===== config.mk =====
export PLATFORM = sky130hd
export DESIGN_NAME = hyperbus_read_seq
export DESIGN_NICKNAME = d
export VERILOG_FILES = /design/src/rtl/hyperbus_read_seq.sv
export SDC_FILE = /design/constraint.sdc
export NUM_CORES = 1
export LEC_CHECK = 0
export BUFFER_PORTS_ARGS = -buffer_cell sky130_fd_sc_hd__clkbuf_2
export CAP_MARGIN = 40
export CORE_AREA = 4 4 87 89
export CTS_CLUSTER_DIAMETER = 40
export DETAILED_ROUTE_END_ITERATION = 7
export DIE_AREA = 0 0 91 93
export PLACE_DENSITY = 0.85
export SYNTH_ARGS = -nofsm -noshare
export SYNTH_HDL_FRONTEND = slang
export SYNTH_SLANG_ARGS = --single-unit

===== constraint.sdc =====
create_clock -name clk0 -period 2.8 [get_ports clk0]
set_clock_uncertainty 0.15 [all_clocks]
set_input_delay 0.14 -clock clk0 [delete_from_list [all_inputs] [get_ports clk0]]
set_output_delay 0.14 -clock clk0 [all_outputs]
set_load 0.005 [all_outputs]

===== src/rtl/hyperbus_read_seq.sv =====
// HyperBus read-burst sequencer: waits the initial latency, gates the RWDS read
// clock, passes CDC FIFO beats downstream, and recovers from timeout or abort.
module hyperbus_read_seq #(
    parameter int unsigned TIMEOUT_CYCLES = 1024,
    parameter int unsigned FLUSH_CYCLES   = 8
) (
    input  logic        clk0,
    input  logic        rst_ni,
    input  logic        cmd_valid_i,
    output logic        cmd_ready_o,
    input  logic [15:0] cmd_len_i,
    input  logic [7:0]  cfg_latency_i,
    input  logic        abort_i,
    output logic        read_clk_en_o,
    input  logic        fifo_valid_i,
    input  logic [15:0] fifo_data_i,
    output logic        fifo_ready_o,
    output logic        rx_valid_o,
    output logic [15:0] rx_data_o,
    output logic        rx_last_o,
    input  logic        rx_ready_i,
    output logic        done_o,
    output logic        done_err_o
);

    typedef enum logic [1:0] {
        ST_IDLE    = 2'd0,
        ST_LATENCY = 2'd1,
        ST_READ    = 2'd2,
        ST_FLUSH   = 2'd3
    } state_e;

    // One shared cycle counter serves latency, timeout and flush timing.
    localparam int unsigned TW  = $clog2(TIMEOUT_CYCLES + 32'd1);
    localparam int unsigned FW  = $clog2(FLUSH_CYCLES + 32'd1);
    localparam int unsigned CW0 = (TW > FW) ? TW : FW;
    localparam int unsigned CW  = (CW0 > 32'd8) ? CW0 : 32'd8;
    localparam logic [CW-1:0] TMO_LIMIT  = CW'(TIMEOUT_CYCLES);
    localparam logic [CW-1:0] FLUSH_LAST = (FLUSH_CYCLES > 32'd0) ? CW'(FLUSH_CYCLES - 32'd1)
                                                                  : {CW{1'b0}};

    function automatic logic [7:0] eff_latency(input logic [7:0] lat);
        return (lat == 8'd0) ? 8'd1 : lat;
    endfunction

    state_e        state_r, state_s;
    logic [15:0]   len_r, len_s;
    logic [7:0]    lat_r, lat_s;
    logic [15:0]   beat_cnt_r, beat_cnt_s;
    logic [CW-1:0] cnt_r, cnt_s, cnt_inc_s;
    logic          read_clk_en_r, done_r, done_err_r;
    logic          done_s, done_err_s;
    logic          beat_s, accept_s;

    assign cnt_inc_s     = cnt_r + CW'(1);
    assign beat_s        = rx_valid_o && rx_ready_i;
    assign accept_s      = cmd_valid_i && cmd_ready_o;
    assign read_clk_en_o = read_clk_en_r;
    assign done_o        = done_r;
    assign done_err_o    = done_err_r;

    // Handshake and pass-through decode; IDLE readiness stays low while in reset
    always_comb begin
        cmd_ready_o  = 1'b0;
        fifo_ready_o = 1'b0;
        rx_valid_o   = 1'b0;
        rx_data_o    = 16'h0000;
        rx_last_o    = 1'b0;
        case (state_r)
            ST_IDLE: begin
                cmd_ready_o  = rst_ni;
                fifo_ready_o = rst_ni;
            end
            ST_READ: begin
                rx_valid_o   = fifo_valid_i;
                rx_data_o    = fifo_data_i;
                fifo_ready_o = rx_ready_i;
                rx_last_o    = fifo_valid_i && (beat_cnt_r == len_r);
            end
            ST_FLUSH: begin
                fifo_ready_o = 1'b1;
            end
            default: begin
                cmd_ready_o = 1'b0;
            end
        endcase
    end

    // Next-state, counter and completion logic
    always_comb begin
        state_s    = state_r;
        len_s      = len_r;
        lat_s      = lat_r;
        beat_cnt_s = beat_cnt_r;
        cnt_s      = cnt_r;
        done_s     = 1'b0;
        done_err_s = 1'b0;
        case (state_r)
            ST_IDLE: begin
                if (accept_s) begin
                    state_s    = ST_LATENCY;
                    len_s      = cmd_len_i;
                    lat_s      = cfg_latency_i;
                    beat_cnt_s = 16'h0000;
                    cnt_s      = {CW{1'b0}};
                end else begin
                    state_s = ST_IDLE;
                end
            end
            ST_LATENCY: begin
                if (abort_i) begin
                    state_s = ST_FLUSH;
                    cnt_s   = {CW{1'b0}};
                end else if (cnt_inc_s >= CW'(eff_latency(lat_r))) begin
                    state_s = ST_READ;
                    cnt_s   = {CW{1'b0}};
                end else begin
                    cnt_s = cnt_inc_s;
                end
            end
            ST_READ: begin
                // Completing the final beat wins over a coincident abort
                if (beat_s && rx_last_o) begin
                    state_s = ST_IDLE;
                    done_s  = 1'b1;
                end else if (abort_i) begin
                    state_s = ST_FLUSH;
                    cnt_s   = {CW{1'b0}};
                end else if (beat_s) begin
                    beat_cnt_s = (beat_cnt_r == 16'hFFFF) ? beat_cnt_r : beat_cnt_r + 16'd1;
                    cnt_s      = {CW{1'b0}};
                end else if (cnt_inc_s >= TMO_LIMIT) begin
                    state_s = ST_FLUSH;
                    cnt_s   = {CW{1'b0}};
                end else begin
                    cnt_s = cnt_inc_s;
                end
            end
            ST_FLUSH: begin
                // Minimum dwell covers CDC latency, then drain until the FIFO is empty
                if ((cnt_r >= FLUSH_LAST) && !fifo_valid_i) begin
                    state_s    = ST_IDLE;
                    done_s     = 1'b1;
                    done_err_s = 1'b1;
                end else if (cnt_r < FLUSH_LAST) begin
                    cnt_s = cnt_inc_s;
                end else begin
                    cnt_s = cnt_r;
                end
            end
            default: begin
                state_s = ST_IDLE;
            end
        endcase
    end

    // State and registered outputs
    always_ff @(posedge clk0 or negedge rst_ni) begin
        if (!rst_ni) begin
            state_r       <= ST_IDLE;
            len_r         <= 16'h0000;
            lat_r         <= 8'h00;
            beat_cnt_r    <= 16'h0000;
            cnt_r         <= {CW{1'b0}};
            read_clk_en_r <= 1'b0;
            done_r        <= 1'b0;
            done_err_r    <= 1'b0;
        end else begin
            state_r       <= state_s;
            len_r         <= len_s;
            lat_r         <= lat_s;
            beat_cnt_r    <= beat_cnt_s;
            cnt_r         <= cnt_s;
            read_clk_en_r <= (state_s == ST_READ);
            done_r        <= done_s;
            done_err_r    <= done_err_s;
        end
    end

endmodule


==> out/qor.yml <==
logic_synthesis:
  synth_fa_ha_area_frac: 0.0373
  yosysSeqAreaShare: 0.427
  synthFlopType: "dfrtp_1"
  ys_warn_count: 0
  synth_fp_nets: 406
  synth_edf_count: 0
  synth_compound_area_frac: 0.108
  synthesis.area_um2: 3280
  synth-simple-area-share: 0.229
  async_flop_share: 1.00
  synth_top_family_by_area: "simple AND/OR/NAND/NOR gates"
  synth_seq_cells: 56
  avgSynthCellArea_um2: 9.36
  synth_xor_area_frac: 0.0960
  syn_inst: 351
  yosys.cell_types.count: 52
  synth.area.mux_share: 0.0651
power_and_ir_drop:
  comb_power_share: 0.439
  intPower_w: 0.00188
  p_total_w: 0.00302
  seq_power_share: 0.410
  switchingPower_w: 0.00114
  leakage_nw: 1.89
  power.density_nw_per_um2: 732
  peakVddDrop_mv: 0.459
  clkPwrFrac: 0.151
  swShare: 0.376
setup_path:
  critPathKind: "reg -> reg"
  critPathMaxFanout: 7
  cp-end-kind: "flip-flop"
  crit_required_ns: 2.88
  reg2regPathDepth: 10
  crit_arrival_ns: 2.79
  setup.worst_path.start_class: "flip-flop"
floorplanning:
  fp.dieH_um: 93
  ios: 69
  row_count: 30
  die_w_um: 91
  core_area_um2: 6760
  dieArea_um2: 8460
  start_util: 0.486
clocking:
  cts_sinks: 56
  cts_buffers: 5
  htree_levels: 2
  cts-root-buf: "clkbuf_8"
  cts_tree: "built"
  clk_pin_slew_worst_paths_ns: 0.10
  cts_max_path_buffers: 2
  clk_latency_ns: 0.31
routing:
  routed_wl_um: 7740
  drc: 0
  avgViaCountPerCell: 5.51
  drtPass1Iterations: 5
  vias: 2910
  wl_per_cell_um: 14.7
  antenna_left: 0
  drtIter0Drc: 227
status:
  status: "finished clean"
global_routing:
  grt_pass1_wl_um: 12900
  grt_start_max_net_pins: 46
  grtUsageTotal: 0.186
  grt_pass1_vias: 2821
  grt_overflow_total: 0
  antenna_found_initial: 0
timing:
  slew_violations: 0
  rsz0062_at_grt: "true"
  setup_viol: 0
  post-route-period-util: 0.965
  fmax_mhz: 370
  hold_violations: 0
  fin_ws_ns: 0.0970
  tns_ns: 0
  post-route-min-period_ns: 2.70
  tightest_slew_ns: 0.511
  relSlewSlack: 0.660
placement:
  dp_cells: 493
  dp_hpwl_um: 5590
  port_buffers: 68
  place_congestion: 0.887
  dp_slack_ns: -0.0239
job:
  max-cap-violations: 0
finish:
  final_cell_mix: "clkbuf_2 (68), dfrtp_1 (55), nand2_1 (42)"
  syn_to_final_growth_pct: 25.7
  multi_input_area_um2: 1790
  drive_gt1_frac: 0.275
  seq_area_um2: 1400
  layout_commonest_cell: "clkbuf_2"
  diodes: 0
  nFillCells: 549
  nets: 502
  fin_cells: 528
worst_hold_path:
  whs_path_depth: 3
  hp-class: "in -> reg"
[per-layer routing]
metal | routed length [µm] | part of all wire | track usage | vias to the layer above
li1 | - | - | - | 1408
met1 | 3310 | 0.43 | 0.235 | 1382
met2 | 3820 | 0.49 | 0.329 | 111
met3 | 515 | 0.067 | 0.0306 | 9
met4 | 99 | 0.013 | 0.0565 | 0
met5 | 0 | 0 | 0 | -
[power groups by stage]
stage	clock network, W	registers, W	logic [W]
floorplan	0	0.00119	0.000907
CTS	0.000466	0.00123	0.00129
global route	0.000496	0.00127	0.00148
global placement	0	0.00124	0.00120
finish	0.000455	0.00124	0.00133
detailed placement	0	0.00125	0.00126
[what timing repair did]
action | 4_1_cts | 5_1_grt
resized for setup | 1 | 10
endpoints found under the setup margin | 6 | 13
hold endpoints to repair | 80 | 0
pin swaps | 0 | 4
buffers inserted | 0 | 2
hold buffers | 25 | 0
gates cloned | 0 | 0
[kinds of logic (layout without fill, tap and decap cells)]
group                      after synthesis  in the layout
DFF                                     56             56
xor gates and xnor gates                36             36
adders and majority gates               10             10
AOI/OAI and AO/OA                       53             53
and+or+nand+nor                        147            147
buffers and inverters                   30            127
muxes                                   19             19
[synthesized netlist by cell type, types with 2 or more instances]
| library cell | count | share of area |
|---|---|---|
| o21ai_0 | 24 | 0.037 |
| nand2_1 | 42 | 0.048 |
| nand2b_1 | 2 | 0.0038 |
| clkbuf_1 | 12 | 0.014 |
| xnor2_1 | 27 | 0.072 |
| a21oi_1 | 7 | 0.011 |
| nand4_1 | 5 | 0.0095 |
| ha_1 | 9 | 0.034 |
| nor3_1 | 10 | 0.015 |
| mux2_2 | 18 | 0.062 |
| a21o_1 | 2 | 0.0046 |
| nor4_1 | 10 | 0.019 |
| nor2b_1 | 4 | 0.0076 |
| buf_4 | 2 | 0.0046 |
| and2_1 | 20 | 0.038 |
| o211ai_1 | 2 | 0.0046 |
| buf_2 | 4 | 0.0061 |
| and3_1 | 4 | 0.0076 |
| o22ai_1 | 2 | 0.0038 |
| nor2_1 | 22 | 0.025 |
| dfrtp_1 | 56 | 0.43 |
| nand3_1 | 14 | 0.021 |
| xor2_1 | 9 | 0.024 |
| or3_1 | 5 | 0.0095 |
| inv_1 | 12 | 0.014 |
[worst max-delay path: stages, from the launching register on]
cell and delay [ns]:
dfrtp_2 0.44, nand3_1 0.12, nor2_2 0.13, xor2_1 0.24, ha_1 0.29, and3_1 0.19
a221oi_1 0.28, maj3_2 0.25, o2111a_2 0.29, o21ai_0 0.10, o21ai_1 0.15
[path summary, 6_finish.rpt]
kind | from | end | slack (ns)
setup / recovery | cnt_r[0] | cnt_r[0] | 0.1
hold / removal | abort_i | state_r[1] | 0.004
setup reg to reg | cnt_r[0] | cnt_r[0] | 0.1
hold reg to reg | len_r[8] | len_r[8] | 0.39
max in group asynchronous | rst_ni | cnt_r[0] | 1.76
min in group asynchronous | rst_ni | read_clk_en_o | 0.04
[sequential cells by signal, indices dropped and copies added, names as in the netlist]
signal,count
done_err_o,1
beat_cnt_r,16
len_r,16
cnt_r,11
done_o,1
read_clk_en_o,1
state_r,2
lat_r,8
[per-stage QoR]
step	util	hold slack, ns	area [µm²]
after floorplan	-	-0.306	3280
after global placement	0.554	-0.179	3740
after detailed placement	0.554	-0.177	3740
after CTS	0.604	0.00103	4080
after global routing	0.611	0.0360	4130
final	0.611	0.00391	4130
[cell type report]
class | count | area share
multi-input cells | 265 | 0.435
clock buffers | 5 | 0.0167
well taps | 80 | 0.0242
inverters | 12 | 0.0109
clock inverters | 3 | 0.00515
flip-flops and latches | 56 | 0.340
repair buffers | 107 | 0.169
No activity file was read; power rests on OpenSTA's default activity.
